**src/rtl/serial_adder_ctrl.sv**
```systemverilog
// Nibble-serial adder/subtractor: one 4-bit carry-lookahead slice per clock, WIDTH/4 cycles.
// Define SERIAL_ADDER_SUB_EN to honour op_sub; otherwise op_sub is ignored and only A+B is done.
module serial_adder_ctrl #(
    parameter int unsigned WIDTH = 32
) (
    input  logic             clock,
    input  logic             resetn,
    input  logic             start,
    input  logic [WIDTH-1:0] a,
    input  logic [WIDTH-1:0] b,
    input  logic             op_sub,
    output logic             busy,
    output logic             done,
    output logic [WIDTH-1:0] result,
    output logic             cout,
    output logic             ovf
);

    localparam int unsigned N  = WIDTH / 4;
    localparam int unsigned KW = (N > 1) ? $clog2(N) : 1;
    localparam logic [KW-1:0] KLast = KW'(N - 1);

    typedef enum logic [1:0] {StIdle, StRun, StDone} state_e;

    state_e           state_q, state_d;
    logic [WIDTH-1:0] a_q, a_d, b_q, b_d, result_q, result_d;
    logic [KW-1:0]    k_q, k_d;
    logic             carry_q, carry_d, cout_q, cout_d, ovf_q, ovf_d;
    logic             sub;
    logic [3:0]       sa, sb, p, g, c, sum;

`ifdef SERIAL_ADDER_SUB_EN
    assign sub = op_sub;
`else
    logic unused_op_sub;
    assign unused_op_sub = op_sub;
    assign sub = 1'b0;
`endif

    assign sa = 4'(a_q >> {k_q, 2'b00});
    assign sb = 4'(b_q >> {k_q, 2'b00});

    always_comb begin
        p = sa ^ sb;
        g = sa & sb;
        c[0] = g[0] | (p[0] & carry_q);
        c[1] = g[1] | (p[1] & g[0]) | (p[1] & p[0] & carry_q);
        c[2] = g[2] | (p[2] & g[1]) | (p[2] & p[1] & g[0]) | (p[2] & p[1] & p[0] & carry_q);
        c[3] = g[3] | (p[3] & g[2]) | (p[3] & p[2] & g[1]) | (p[3] & p[2] & p[1] & g[0])
             | (p[3] & p[2] & p[1] & p[0] & carry_q);
        sum = p ^ {c[2:0], carry_q};
    end

    always_comb begin
        state_d  = state_q;
        a_d      = a_q;
        b_d      = b_q;
        k_d      = k_q;
        carry_d  = carry_q;
        result_d = result_q;
        cout_d   = cout_q;
        ovf_d    = ovf_q;
        unique case (state_q)
            StIdle: begin
                if (start) begin
                    a_d      = a;
                    b_d      = sub ? ~b : b;
                    carry_d  = sub;
                    k_d      = '0;
                    result_d = '0;
                    cout_d   = 1'b0;
                    ovf_d    = 1'b0;
                    state_d  = StRun;
                end
            end
            StRun: begin
                // Target nibble was cleared on accept, so OR-ing the slice in is enough.
                result_d = result_q | (WIDTH'(sum) << {k_q, 2'b00});
                carry_d  = c[3];
                k_d      = k_q + KW'(1);
                if (k_q == KLast) begin
                    cout_d  = c[3];
                    ovf_d   = c[2] ^ c[3];
                    state_d = StDone;
                end
            end
            StDone:  state_d = StIdle;
            default: state_d = StIdle;
        endcase
    end

    always_ff @(posedge clock or negedge resetn) begin
        if (!resetn) begin
            state_q  <= StIdle;
            a_q      <= '0;
            b_q      <= '0;
            k_q      <= '0;
            carry_q  <= 1'b0;
            result_q <= '0;
            cout_q   <= 1'b0;
            ovf_q    <= 1'b0;
        end else begin
            state_q  <= state_d;
            a_q      <= a_d;
            b_q      <= b_d;
            k_q      <= k_d;
            carry_q  <= carry_d;
            result_q <= result_d;
            cout_q   <= cout_d;
            ovf_q    <= ovf_d;
        end
    end

    assign busy   = (state_q != StIdle);
    assign done   = (state_q == StDone);
    assign result = result_q;
    assign cout   = cout_q;
    assign ovf    = ovf_q;

endmodule

```
**config.mk**
```make
export PLATFORM = sky130hd
export DESIGN_NAME = serial_adder_ctrl
export DESIGN_NICKNAME = d
export VERILOG_FILES = /design/src/rtl/serial_adder_ctrl.sv
export SDC_FILE = /design/constraint.sdc
export NUM_CORES = 1
export LEC_CHECK = 0
export ABC_AREA = 1
export ABC_CLOCK_PERIOD_IN_PS = 2100
export BUFFER_PORTS_ARGS = -buffer_cell sky130_fd_sc_hd__buf_4
export CORE_ASPECT_RATIO = 0.75
export CORE_MARGIN = 2
export CORE_UTILIZATION = 42
export CTS_BUF_LIST = sky130_fd_sc_hd__clkbuf_4
export DETAILED_ROUTE_END_ITERATION = 8
export PLACE_DENSITY = 0.65
export REMOVE_ABC_BUFFERS = 1
export SYNTH_ARGS = -nofsm -noshare
export SYNTH_HDL_FRONTEND = slang
export SYNTH_SLANG_ARGS = --single-unit
```
**constraint.sdc**
```tcl
create_clock -name clock -period 2.1 [get_ports clock]
set_input_delay 0.105 -clock clock [delete_from_list [all_inputs] [get_ports clock]]
set_output_delay 0.105 -clock clock [all_outputs]
set_load 0.01 [all_outputs]
```
==> results of run 1 <==
[flip-flops by register name (all words and copies together) (netlist names)]
signal	flops
k_q	3
state_q	2
result	32
b_q	32
carry_q	1
ovf	1
a_q	32
cout	1
[layer usage]
metal  part of all wire, %  GRT usage [%]
met1                    48           30.9
met2                    45           34.5
met3                   5.2           4.90
met4                   1.2           4.40
met5                     0              0
[worst paths after layout]
check | start | endpoint | slack, ns | cells past startpoint
max in group asynchronous | resetn | result[12] | 1.29 | 3
setup / recovery | k_q[0] | ovf | -0.08 | 10
min in group clock | start | a_q[11] | 0.21 | 4
setup reg to reg | k_q[0] | ovf | -0.08 | 10
hold / removal | resetn | carry_q | 0.17 | 2
hold reg to reg | result[10] | result[10] | 0.49 | 2
[through the flow]
step	TNS, ns	util, %	total power, mW	setup slack, ns	instances
after floorplan	-71.31	-	6.59	-0.932	557
after global placement	-1.21	52.3	8.49	-0.0740	820
after detailed placement	-2.54	52.3	8.66	-0.140	820
after CTS	-0.258	59.5	9.91	-0.0418	901
after global routing	-5.09	62.3	12.1	-0.206	904
final	-0.559	62.3	11.1	-0.0759	904
[logic make-up (layout without fill, tap and decap cells)]
group	Yosys count	count (layout)	share of synthesized area (%)
buffers and inverters	48	222	5.16
and+or+nand+nor	359	359	30.3
xor gates and xnor gates	1	1	0.183
adders and majority gates	7	7	1.99
AOI/OAI and AO/OA	71	71	7.90
DFF	104	104	54.4
[final cells by class]
type / count / share of cell area (%)
Clock buffer: 10 / 1.09
Clock inverter: 6 / 0.529
Inverter: 15 / 0.929
Multi-Input combinational cell: 438 / 32.1
Sequential cell: 104 / 37.9
Tap cell: 140 / 2.55
Timing Repair Buffer: 191 / 24.9
[worst reg2reg max path: stages, from the launching register on]
cell,delay (ns)
dfrtp_2,0.45
buf_4,0.17
buf_4,0.23
o21ai_0,0.13
o22ai_1,0.23
nand2_1,0.09
nand2_1,0.14
ha_4,0.24
o21ai_0,0.23
o211ai_1,0.15
nand2_1,0.08
[power by group]
part	internal [mW]	leakage, nW	switching [mW]	total (mW)
combinational	2.91	2.13	3.90	6.81
clock	0.249	0.0575	0.649	0.898
sequential	2.88	1.31	0.555	3.43
[timing repair]
item	in CTS	in global routing
pin swaps	1	25
resized for setup	18	80
cloned	0	3
buffers inserted	0	1
hold buffers	65	0
endpoints found under the hold margin	102	0
endpoints found under the setup margin	29	35
[placed cells by master (no fill, tap or decap), drive strengths merged]
master | netlist | final
or2 | 1 | 1
dfrtp | 104 | 104
xnor2 | 1 | 1
dlygate4sd3 | 0 | 65
ha | 6 | 6
fa | 1 | 1
o21ai | 54 | 54
buf | 26 | 124
nand3 | 16 | 16
inv | 15 | 14
o22ai | 16 | 16
nand4 | 10 | 10
clkinv | 0 | 5
nand2 | 288 | 288
o211ai | 1 | 1
clkinvlp | 0 | 2
nor2 | 44 | 44
clkbuf | 7 | 12
==> results.json, run 1 <==
{
  "final_antenna_net_count": 0,
  "outcome": "finished with violations",
  "syn_area_um2": 4780,
  "powerDensity_nw_per_um2": 1620,
  "period_needed_ns": 2.18,
  "violations": "setup timing",
  "synthTopCellsByCount": "nand2_1 (286), dfrtp_1 (104), o21ai_0 (53)",
  "period_share_pct": 104,
  "dpl.hpwl_mm": 8.31,
  "chipWidth_um": 127,
  "multi_input_area_um2": 2200,
  "crit_path_max_fanout": 13,
  "clkLatencyLatePin_ns": 0.47,
  "setup_slack_ns": -0.0759,
  "ys_types": 26,
  "fmax_ghz": 0.460,
  "wl_per_cell_um": 14.4,
  "grt.total_usage_pct": 21.7,
  "crit_path_max_incr_delay_ns": 0.45,
  "die_area_um2": 12300,
  "cp_cell_sequence": "buf_4 > buf_4 > o21ai_0 > o22ai_1 > nand2_1 > nand2_1 > ha_4 > o21ai_0 > o211ai_1 > nand2_1",
  "core_area_um2": 11000,
  "setup_viol": 18,
  "h-tree-depth": 3,
  "avgSynthCellArea_um2": 8.10,
  "synth-main-ff-cell": "dfrtp_1",
  "start_util_pct": 43.4,
  "yosysSeqAreaShare_pct": 54.4,
  "leakage_nw": 3.50,
  "cts_root_buf": "clkbuf_4",
  "place_area_um2": 5760,
  "cts_buffer_depth": 2,
  "seqCellArea_um2": 2610,
  "vias": 4462,
  "fin_area_um2": 6870,
  "clk_pin_slew_ns": 0.15,
  "layout-area-overhead-vs-synth_pct": 43.6,
  "rows": 33,
  "fillers": 942,
  "routabilityCongestion": 0.800,
  "grt.overflow.total": 0,
  "synth_most_common_cell": "nand2_1",
  "cts_made_buffers": 9,
  "nets": 834,
  "cp.required_ns": 2.52,
  "worstSetupPathType": "reg2reg",
  "final_layout_size_suffix_gt1_share_pct": 27.6,
  "port_buffers": 102,
  "cap_violations": 0,
  "crit_family": "compound AO/OA/AOI/OAI gates",
  "hold_viol": 0,
  "n_antenna_cell": 0,
  "grt_pass1_vias": 4377,
  "tritoncts": "done",
  "clock_sinks": 104,
  "antenna_found_initial": 0,
  "crit_arrival_ns": 2.60,
  "via_per_inst": 4.94,
  "synth_top_area_share_pct": 54.4,
  "async_flop_share_pct": 100,
  "relSlewSlack_pct": 62.1,
  "finalMaxSlewViolations": 0,
  "hold_path_class": "in2async",
  "grt_pass1_wl_mm": 20.9,
  "yosysTopAreaCell": "dfrtp_1",
  "io_pins": 104,
  "crit_top_cell": "nand2_1",
  "cp-end-kind": "flip-flop",
  "skew_ns": 0.0167,
  "ys_seq_elements": 104,
  "cp-start-kind": "flip-flop",
  "synth-warning-count": 0,
  "fin_hold_ws_ns": 0.166,
  "firstDrtPassIters": 7,
  "synthCells": 590,
  "ir_worst_vdd_mv": 0.905,
  "drc": 0,
  "tightest_slew_ns": 0.568,
  "crit_slowest_cell": "dfrtp_2",
  "rsz0062_at_grt": "yes",
  "yosys-top-cells-area": "dfrtp_1 (54%), nand2_1 (22%), o21ai_0 (5.5%)",
  "first_iter_violations": 271,
  "wirelength_mm": 13.0,
  "grt_max_degree": 73,
  "fp.dieH_um": 96.4,
  "cp_num_buf_inv": 2,
  "synth_edf_count": 0
}
(Power assumes the default switching activity.)
==> inputs of run 2 (changes only) <==
==> constraint.sdc (replaced) <==
create_clock -name clock -period 2.1 [get_ports clock]
set_input_delay 0 -clock clock [delete_from_list [all_inputs] [get_ports clock]]
set_output_delay 0 -clock clock [all_outputs]
set_load 0.01 [all_outputs]
==> run 2 against run 1 <==
  * The run still ends with setup timing left
  * Utilization is 0.53 points lower
  * Sequential share of layout area is 0.33 points higher
  * Wire length is 0.85% lower
  * Fmax is 2.2% higher
  * Via count is 0.65% lower
  * Register-to-register slack better by 0.05 ns
  * Combinational power is 3.8% lower
  * Hold slack worse by 0.15 ns
  * Clock power is 29% higher
  * Critical endpoint is now cout
  * Largest cell class unchanged
  * Highest routed layer unchanged
==> results.json, run 2 (synthesis results as in run 1) <==
{
  "outcome": "finished with violations",
  "violations": "setup timing",
  "grt.total_usage_pct": 22.4,
  "first_iter_violations": 248,
  "tightest_slew_ns": 0.562,
  "final_layout_size_suffix_gt1_share_pct": 25.8,
  "crit_path_max_fanout": 13,
  "most-common-layout-cells": "nand2_1 (273), buf_4 (118), dfrtp_1 (102)",
  "grt_max_degree": 73,
  "drc": 0,
  "wirelength_mm": 12.9,
  "n_antenna_cell": 0,
  "dpl.hpwl_mm": 8.30,
  "period_needed_ns": 2.13,
  "crit_arrival_ns": 2.51,
  "hold_viol": 0,
  "grt_pass1_wl_mm": 21.4,
  "cp-start-kind": "flip-flop",
  "clock_sinks": 104,
  "cts_buffer_depth": 2,
  "rsz0062_at_grt": "yes",
  "rows": 33,
  "relSlewSlack_pct": 62.6,
  "vias": 4433,
  "ir_worst_vdd_mv": 0.706,
  "port_buffers": 102,
  "cap_violations": 0,
  "setup_viol": 10,
  "cp.required_ns": 2.48,
  "layout_commonest_cell": "nand2_1",
  "wl_per_cell_um": 14.3,
  "layout-area-overhead-vs-synth_pct": 42.4,
  "via_per_inst": 4.91,
  "fmax_ghz": 0.470,
  "cp-end-kind": "flip-flop",
  "io_pins": 104,
  "grt_pass1_vias": 4428,
  "hold_path_class": "in2async",
  "die_area_um2": 12300,
  "nets": 833,
  "clk_pin_slew_ns": 0.15,
  "cts_root_buf": "clkbuf_4",
  "grt.overflow.total": 0,
  "skew_ns": 0.0146,
  "leakage_nw": 3.50,
  "antenna_found_initial": 0,
  "tritoncts": "done",
  "h-tree-depth": 3,
  "final_antenna_net_count": 0,
  "worstSetupPathType": "reg2reg",
  "cts_made_buffers": 9,
  "setup_slack_ns": -0.0286,
  "core_area_um2": 11000,
  "fp.dieH_um": 96.4,
  "start_util_pct": 43.4,
  "firstDrtPassIters": 5,
  "period_share_pct": 101,
  "place_ws_ns": -0.158,
  "chipWidth_um": 127,
  "tns_ns": -0.218,
  "powerDensity_nw_per_um2": 1640,
  "finalMaxSlewViolations": 0,
  "routabilityCongestion": 0.801,
  "clkLatencyLatePin_ns": 0.48,
  "p_total_mw": 11.1
}
==> run 2: path summary, 6_finish.rpt <==
path | start | to | slack (ns) | cells after the start
worst max-delay path | k_q[0] | cout | -0.03 | 14
worst min-delay path | resetn | a_q[8] | 0.02 | 2
worst max register to register | k_q[0] | cout | -0.03 | 14
worst min register to register | a_q[21] | a_q[21] | 0.50 | 2
max in group asynchronous | resetn | k_q[0] | 1.29 | 3
min in group clock | start | a_q[3] | 0.06 | 4
==> run 2: layout make-up <==
| cell class | count | area, um^2 |
|---|---|---|
| inverters | 15 | 61.3 |
| multi-input cells | 438 | 2140 |
| fillers | 955 | 4220 |
| well taps | 140 | 175 |
| flip-flops and latches | 104 | 2610 |
| clock buffers | 10 | 75.1 |
| clock inverters | 6 | 83.8 |
| repair buffers | 190 | 1660 |
==> run 2: what timing repair did <==
| item | in CTS | in global routing |
|---|---|---|
| hold buffers | 65 | 0 |
| cloned | 1 | 0 |
| pin swaps | 14 | 16 |
| buffers inserted | 4 | 0 |
| hold endpoints to repair | 122 | 0 |
| gates resized for setup | 50 | 39 |
| setup endpoints to repair | 28 | 35 |
==> run 2: worst max-delay path, cell delays in order (launching register included) <==
cell	delay (ns)
dfrtp_2	0.47
inv_4	0.11
buf_12	0.14
nor2_1	0.04
o22ai_1	0.18
nand2_1	0.08
nand2_2	0.10
ha_4	0.20
or2_0	0.23
nand2_2	0.11
nand2_4	0.08
nand2_1	0.07
nand2_1	0.07
nand2_2	0.08
o21ai_2	0.06
==> run 2: metrics by stage <==
step / hold slack [ns] / instance area, um^2 / util (%) / instances
floorplan: -0.296 / 4590 / - / 557
global placement: 0.00912 / 5750 / 52.2 / 820
detailed placement: 0.0191 / 5750 / 52.2 / 820
CTS: 0.0417 / 6710 / 60.9 / 904
global route: 0.0395 / 6810 / 61.7 / 903
finish: 0.0191 / 6810 / 61.7 / 903
==> run 2: where the power goes <==
part	internal, mW	switching, mW
Sequential	2.88	0.558
Combinational	2.80	3.75
Clock	0.490	0.669
==> run 2: routing by layer <==
layer	vias up	global-route usage, %	part of all wire, %
li1	2207	-	-
met1	2090	31.6	48
met2	125	35.6	45
met3	11	4.68	5.2
met4	0	6.04	1.1
met5	-	0	0
